### src/rtl/ir_pkg.sv
// rtl/ir_pkg.sv - shared NEC infrared frame constants, state encoding and command codes
package ir_pkg;

  typedef enum logic [2:0] {
    TX_IDLE         = 3'd0,
    TX_LEADER_MARK  = 3'd1,
    TX_LEADER_SPACE = 3'd2,
    TX_BIT_MARK     = 3'd3,
    TX_BIT_SPACE    = 3'd4,
    TX_STOP_MARK    = 3'd5
  } ir_tx_state_t;

  localparam int LEADER_MARK_UNITS  = 16;
  localparam int LEADER_SPACE_UNITS = 8;
  localparam int ONE_SPACE_UNITS    = 3;
  localparam int ZERO_SPACE_UNITS   = 1;
  localparam int FRAME_UNITS        = 121;

  localparam logic [7:0] CMD_UP    = 8'h18;
  localparam logic [7:0] CMD_DOWN  = 8'h52;
  localparam logic [7:0] CMD_LEFT  = 8'h08;
  localparam logic [7:0] CMD_RIGHT = 8'h5A;

endpackage

### src/rtl/ir_nec_transmitter_if.sv
// rtl/ir_nec_transmitter_if.sv - frame request and IR output bundle for the NEC transmitter
interface ir_nec_transmitter_if;
  logic       start;
  logic [7:0] address;
  logic [7:0] command;
  logic       busy;
  logic       done;
  logic       envelope;
  logic       ir_out;

  modport master (
    output start, address, command,
    input  busy, done, envelope, ir_out
  );

  modport slave (
    input  start, address, command,
    output busy, done, envelope, ir_out
  );
endinterface

### src/rtl/ir_carrier_gen.sv
// rtl/ir_carrier_gen.sv - gated 50% duty carrier divider; parks at phase 1 while disabled
module ir_carrier_gen #(
  parameter int CARRIER_HALF = 658
) (
  input  logic i_clk,
  input  logic i_rst,
  input  logic i_enable,
  output logic o_carrier
);

  localparam int CW = (CARRIER_HALF > 1) ? $clog2(CARRIER_HALF) : 1;
  localparam logic [CW-1:0] HALF_LAST = CW'(CARRIER_HALF - 1);

  logic [CW-1:0] r_count;
  logic          r_phase;

  // Parking at phase 1 guarantees every mark opens with the LED on.
  always_ff @(posedge i_clk or posedge i_rst) begin
    if (i_rst) begin
      r_count <= '0;
      r_phase <= 1'b1;
    end else if (!i_enable) begin
      r_count <= '0;
      r_phase <= 1'b1;
    end else if (r_count == HALF_LAST) begin
      r_count <= '0;
      r_phase <= ~r_phase;
    end else begin
      r_count <= r_count + 1'b1;
    end
  end

  assign o_carrier = r_phase;

endmodule

### src/rtl/ir_nec_transmitter.sv
// rtl/ir_nec_transmitter.sv - NEC frame sequencer: leader, 32 data bits LSB first, stop mark
module ir_nec_transmitter
  import ir_pkg::*;
#(
  parameter int CLOCKS_PER_UNIT = 28125,
  parameter int CARRIER_HALF    = 658
) (
  input  logic                  i_clk,
  input  logic                  i_rst,
  ir_nec_transmitter_if.slave   bus
);

  localparam logic [2:0] S_IDLE         = TX_IDLE;
  localparam logic [2:0] S_LEADER_MARK  = TX_LEADER_MARK;
  localparam logic [2:0] S_LEADER_SPACE = TX_LEADER_SPACE;
  localparam logic [2:0] S_BIT_MARK     = TX_BIT_MARK;
  localparam logic [2:0] S_BIT_SPACE    = TX_BIT_SPACE;
  localparam logic [2:0] S_STOP_MARK    = TX_STOP_MARK;

  localparam int TW = (CLOCKS_PER_UNIT > 1) ? $clog2(CLOCKS_PER_UNIT) : 1;
  localparam logic [TW-1:0] TICK_LAST = TW'(CLOCKS_PER_UNIT - 1);

  logic [2:0]    r_state;
  logic [TW-1:0] r_tick;
  logic [4:0]    r_units;
  logic [4:0]    r_bit_idx;
  logic [31:0]   r_shreg;
  logic          r_space_one;
  logic          r_busy;
  logic          r_done;
  logic          r_env;

  logic [4:0]    w_seg_last;
  logic          w_unit_end;
  logic          w_seg_end;
  logic          w_carrier;

  always_comb begin
    w_seg_last = 5'd0;
    case (r_state)
      S_LEADER_MARK:  w_seg_last = 5'(LEADER_MARK_UNITS - 1);
      S_LEADER_SPACE: w_seg_last = 5'(LEADER_SPACE_UNITS - 1);
      S_BIT_SPACE:    w_seg_last = r_space_one ? 5'(ONE_SPACE_UNITS - 1)
                                               : 5'(ZERO_SPACE_UNITS - 1);
      default:        w_seg_last = 5'd0;
    endcase
  end

  // Segments only end on a unit-tick wrap, so the frame cannot drift.
  assign w_unit_end = (r_tick == TICK_LAST);
  assign w_seg_end  = w_unit_end && (r_units == w_seg_last);

  always_ff @(posedge i_clk or posedge i_rst) begin
    if (i_rst) begin
      r_state     <= S_IDLE;
      r_tick      <= '0;
      r_units     <= '0;
      r_bit_idx   <= '0;
      r_shreg     <= '0;
      r_space_one <= 1'b0;
      r_busy      <= 1'b0;
      r_done      <= 1'b0;
      r_env       <= 1'b0;
    end else begin
      r_done <= 1'b0;
      if (r_state == S_IDLE) begin
        if (bus.start) begin
          r_state   <= S_LEADER_MARK;
          r_busy    <= 1'b1;
          r_env     <= 1'b1;
          r_tick    <= '0;
          r_units   <= '0;
          r_bit_idx <= '0;
          r_shreg   <= {~bus.command, bus.command, ~bus.address, bus.address};
        end
      end else begin
        r_tick <= w_unit_end ? '0 : r_tick + 1'b1;
        if (w_unit_end) begin
          r_units <= w_seg_end ? 5'd0 : r_units + 5'd1;
        end
        if (w_seg_end) begin
          case (r_state)
            S_LEADER_MARK: begin
              r_state <= S_LEADER_SPACE;
              r_env   <= 1'b0;
            end
            S_LEADER_SPACE: begin
              r_state <= S_BIT_MARK;
              r_env   <= 1'b1;
            end
            S_BIT_MARK: begin
              r_state     <= S_BIT_SPACE;
              r_env       <= 1'b0;
              r_space_one <= r_shreg[0];
              r_shreg     <= {1'b0, r_shreg[31:1]};
            end
            S_BIT_SPACE: begin
              r_env <= 1'b1;
              if (r_bit_idx < 5'd31) begin
                r_state   <= S_BIT_MARK;
                r_bit_idx <= r_bit_idx + 5'd1;
              end else begin
                r_state <= S_STOP_MARK;
              end
            end
            default: begin
              r_state <= S_IDLE;
              r_busy  <= 1'b0;
              r_env   <= 1'b0;
              r_done  <= 1'b1;
            end
          endcase
        end
      end
    end
  end

  ir_carrier_gen #(
    .CARRIER_HALF (CARRIER_HALF)
  ) u_carrier (
    .i_clk     (i_clk),
    .i_rst     (i_rst),
    .i_enable  (r_env),
    .o_carrier (w_carrier)
  );

  assign bus.busy     = r_busy;
  assign bus.done     = r_done;
  assign bus.envelope = r_env;
  assign bus.ir_out   = r_env & w_carrier;

endmodule
### src/flat_wrapper.sv
// flat-port wrapper written by rule: the top's interface ports become plain ports
module ir_nec_transmitter_flat import ir_pkg::*;
#(
  parameter int CLOCKS_PER_UNIT = 28125,
  parameter int CARRIER_HALF    = 658
)
  (i_clk, i_rst, bus_start, bus_address, bus_command, bus_busy, bus_done, bus_envelope, bus_ir_out);
  ir_nec_transmitter_if bus_i ();
  input  logic i_clk;
  input  logic i_rst;
  input wire logic [$bits(bus_i.start)-1:0] bus_start;
  input wire logic [$bits(bus_i.address)-1:0] bus_address;
  input wire logic [$bits(bus_i.command)-1:0] bus_command;
  output wire logic [$bits(bus_i.busy)-1:0] bus_busy;
  output wire logic [$bits(bus_i.done)-1:0] bus_done;
  output wire logic [$bits(bus_i.envelope)-1:0] bus_envelope;
  output wire logic [$bits(bus_i.ir_out)-1:0] bus_ir_out;
  assign bus_i.start = bus_start;
  assign bus_i.address = bus_address;
  assign bus_i.command = bus_command;
  assign bus_busy = bus_i.busy;
  assign bus_done = bus_i.done;
  assign bus_envelope = bus_i.envelope;
  assign bus_ir_out = bus_i.ir_out;
  ir_nec_transmitter #(.CLOCKS_PER_UNIT(CLOCKS_PER_UNIT), .CARRIER_HALF(CARRIER_HALF)) u_core (.i_clk(i_clk), .i_rst(i_rst), .bus(bus_i));
endmodule
### config.mk
export PLATFORM = sky130hd
export DESIGN_NAME = ir_nec_transmitter_flat
export DESIGN_NICKNAME = d
export VERILOG_FILES = /design/src/rtl/ir_pkg.sv /design/src/rtl/ir_nec_transmitter_if.sv /design/src/rtl/ir_carrier_gen.sv /design/src/rtl/ir_nec_transmitter.sv /design/src/flat_wrapper.sv
export SDC_FILE = /design/constraint.sdc
export NUM_CORES = 1
export LEC_CHECK = 0
export ABC_AREA = 0
export BUFFER_PORTS_ARGS = -buffer_cell sky130_fd_sc_hd__buf_2
export CAP_MARGIN = 20
export CELL_PAD_IN_SITES_DETAIL_PLACEMENT = 0
export CELL_PAD_IN_SITES_GLOBAL_PLACEMENT = 1
export CORE_MARGIN = 5
export CORE_UTILIZATION = 40
export CTS_BUF_LIST = sky130_fd_sc_hd__clkbuf_2
export DETAILED_ROUTE_END_ITERATION = 12
export PLACE_DENSITY = 0.75
export REMOVE_ABC_BUFFERS = 1
export SLEW_MARGIN = 20
export SYNTH_ARGS = -nofsm -noshare
export SYNTH_HDL_FRONTEND = slang
export SYNTH_SLANG_ARGS = --single-unit
### constraint.sdc
create_clock -name i_clk -period 2.9 [get_ports i_clk]
set_clock_uncertainty 0.05 [all_clocks]
set_input_delay 0.29 -clock i_clk [delete_from_list [all_inputs] [get_ports i_clk]]
set_output_delay 0.29 -clock i_clk [all_outputs]
set_load 0.05 [all_outputs]
==> qor.txt <==
Status -> finished clean
N_diodes -> 0
Metal2 WL -> 3.64 mm
Post-Synth Adder-Cell Area -> 2.00%
CP max-delay cell -> or4b_1
CP bufs+invs -> 1
Antenna violations before repair -> 0
Vert. Die Dim -> 107 microns
Tot GR Track Use -> 14.5%
Post-synth ARST share -> 100%
DR vias -> 2,902
Seq/Total Area, Yosys -> 50.0%
Worst Path Max Fanout -> 33
Simple-Gate Fraction of Synth Area -> 19.5%
Tot Pwr -> 1.70 mW
Initial core utilization -> 40.8%
Pin count of the biggest net entering global routing -> 76
Post-synth EDFFs -> 0
Final nets -> 442
Worst EP arrival -> 2.86 ns
CP max stage delay -> 0.53 ns
Final Setup Violations -> 0
Peak Freq -> 0.402 GHz
Least-Margin Pin Slew -> 0.530 ns
Die Footprint -> 11,400 sq um
Switching share of total power -> 24.6%
# fillers -> 908
Crit-path leading delay family -> simple AND/OR/NAND/NOR gates
Min cycle time layout -> 2.49 ns
Top layer in use -> met4
Clock-pin slew on the worst setup and hold paths -> 0.21 ns
Peak supply drop -> 0.178 mV
CP cell instances -> nor3b_1 > mux2i_1 > a21oi_2 > or4b_1 > buf_4 > o22a_1 > o21a_1
Setup crit start kind -> flop
Logic gate share of total power -> 3.5%
Resize count post-CTS -> 0
Leakage power -> 1.85 nW
Xor/xnor share of the synthesized area -> 3.97%
Largest family of logic cells by synthesized area -> compound AO/OA/AOI/OAI gates
Routed len/inst -> 14.8 microns
Clk sinks -> 75
Skew-Pair Late Insertion Delay -> 0.51 ns
Post-synthesis compound-gate area fraction -> 19.6%
Drt total wl -> 7.88 mm
Mux share of post-synthesis cell area -> 0.567%
Post-DRT Antenna Nets -> 0
Routed length on met3 -> 291 microns
DRT Pass-1 Iters -> 4
CTS root buf -> clkbuf_2
H-tree levels -> 3
Yosys Warn Count -> 0
Mapped Area -> 3750 sq um
Worst path required time -> 3.27 ns
Worst setup EP type -> flop
Period Utilization, post-route -> 85.8%
Cell internal pwr -> 1.28 mW
Initial DRC count -> 129
Max-cap violations -> 0
CTS tree -> built
Slew Limit Fails -> 0
Primary FF master, synth -> dfrtp_1
Vias per cell -> 5.44
Die width -> 107 microns
Hold Crit Class -> in2reg
Sequential power share -> 61.7%
Rows -> 35
Slew Limit Headroom -> 64.6%
Critical setup path kind -> reg2reg
Placer Congestion -> 0.835
Number of remaining DRC errors -> 0
Hold Violations, Final -> 0
First-pass GRT wire length -> 13.4 mm
Met1 wire length -> 3.80 mm
Ports -> 23
Clock share of power -> 34.8%
Setup TNS -> 0 ns
Core area -> 9200 sq um
RSZ-0062 raised after global routing -> false
Cells after synthesis -> 376
DP Wirelength -> 5.18 mm
Congestion Overflow GR -> 0
Net Sw Power -> 0.418 mW
Input/output buffers -> 22
Pwr dens -> 400 nW/um^2
Netlist cell types -> 52
Synthesis-to-finish area growth -> 13.0%
Clock buffer count from CTS -> 9
Mapped Avg Cell Area -> 9.98 sq um
FF+latch count, synth -> 75
Max Buffers Root-to-Sink -> 2
Vias in the first global route -> 2,794
Share of cells above drive strength 1 -> 13.7%
==> cells in the mapped netlist, drive strengths merged (5+ instances only) <==
| cell type | number | area (sq um) |
|---|---|---|
| o22a | 16 | 140 |
| dfrtp | 74 | 1850 |
| clkbuf | 7 | 26.3 |
| inv | 9 | 33.8 |
| nand3 | 22 | 110 |
| and3 | 9 | 56.3 |
| xnor2 | 5 | 43.8 |
| nand2 | 51 | 199 |
| buf | 11 | 100 |
| o221a | 15 | 169 |
| nand4 | 6 | 37.5 |
| o21ai | 31 | 155 |
| o21a | 16 | 120 |
| xor2 | 12 | 105 |
| nor2 | 35 | 131 |
| ha | 6 | 75.1 |
| a21oi | 9 | 48.8 |
==> final timing paths <==
check                                     from                          end  slack [ns]  cells past startpoint
min in group asynchronous                i_rst            u_core.r_tick[10]        0.29                      4
min reg2reg                u_core.bus.envelope   u_core.u_carrier.o_carrier        0.46                      1
max                          u_core.r_state[0]            u_core.r_shreg[2]        0.41                      7
min                                  bus_start              u_core.bus.busy        0.07                      3
max reg2reg                  u_core.r_state[0]            u_core.r_shreg[2]        0.41                      7
max in group asynchronous                i_rst  u_core.u_carrier.r_count[1]        2.13                      4
==> worst reg2reg max path, stage by stage, from the launching register on <==
cell and delay, ns:
dfrtp_1 0.52, nor3b_1 0.38, mux2i_1 0.19, a21oi_2 0.14, or4b_1 0.53, buf_4 0.28, o22a_1 0.22, o21a_1 0.10
==> cell families (layout without fill, tap and decap cells) <==
group / count (synthesis) / count (layout)
XOR/XNOR: 17 / 17
flip-flops: 75 / 75
adder cells (fa/ha/maj): 6 / 6
buffers and inverters: 27 / 73
multiplexers: 2 / 2
AO/OA/AOI/OAI: 100 / 100
AND/OR/NAND/NOR: 149 / 149
==> cell type report <==
cell class	instances	area [sq um]	area share [%]
multi-input cells	274	1720	40.5
well taps	111	139	3.28
clock buffers	10	50.0	1.18
clock inverters	6	63.8	1.50
repair buffers	48	360	8.50
flip-flops and latches	75	1880	44.3
inverters	9	33.8	0.797
==> cells in the final DEF, fill, tap and decap left out, types with 2 or more instances in the layout <==
master         instances
a211o_1                2
and2_1                 3
or2_2                  3
nor3_1                 3
ha_1                   6
clkbuf_2              10
a21oi_1                8
o21ai_0               31
dlygate4sd3_1         17
inv_1                  8
xnor2_1                5
nand3_1               22
buf_2                 22
nand2b_1               2
and4_1                 2
xor2_1                12
inv_6                  2
nand4_1                6
o221a_1               15
o22a_1                16
nor2_1                35
nand2_1               50
nor2b_1                2
o21a_1                16
dfrtp_1               74
buf_4                  8
o31ai_1                2
and3_1                 9
==> timing repair <==
action	4_1_cts	5_1_grt
hold endpoints to repair	90	0
endpoints found under the setup margin	0	0
buffers inserted	0	0
hold buffers	17	0
==> power by group through the flow <==
stage,registers [mW],logic (mW),clock network (mW)
4_1_cts,1.05,0.0617,0.615
6_report,1.05,0.0598,0.590
3_5_place_dp,1.07,0.0442,0
5_1_grt,1.05,0.0684,0.661
3_3_place_gp,1.07,0.0439,0
2_1_floorplan,1.07,0.0168,0
==> metrics by stage <==
| stage | instances | util, % | setup WS, ns | instance area, sq um | hold slack [ns] |
|---|---|---|---|---|---|
| 6_report | 533 | 46.1 | 0.413 | 4240 | 0.0688 |
| 5_1_grt | 533 | 46.1 | 0.237 | 4240 | 0.0772 |
| 4_1_cts | 533 | 46.1 | 0.393 | 4240 | 0.0333 |
| 3_5_place_dp | 500 | 43.0 | 0.410 | 3960 | 0.368 |
| 3_3_place_gp | 500 | 43.0 | 0.483 | 3960 | 0.363 |
| 2_1_floorplan | 358 | - | 0.132 | 3630 | 0.352 |
==> flip-flops by register name, indices dropped and copies added, names as in the netlist <==
signal / cells
u_core.bus.busy: 1
u_core.r_space_one: 1
u_core.u_carrier.r_count: 10
u_core.r_units: 5
u_core.r_shreg: 32
u_core.bus.envelope: 1
u_core.r_tick: 15
u_core.u_carrier.o_carrier: 1
u_core.r_state: 3
u_core.r_bit_idx: 5
u_core.bus.done: 1
==> routing by layer <==
layer | vias up | global-route usage (%)
li1 | 1437 | -
met5 | - | 0
met3 | 16 | 3.01
met1 | 1393 | 20.1
met2 | 56 | 22.2
met4 | 0 | 5.75
(Power assumes the default switching activity.)
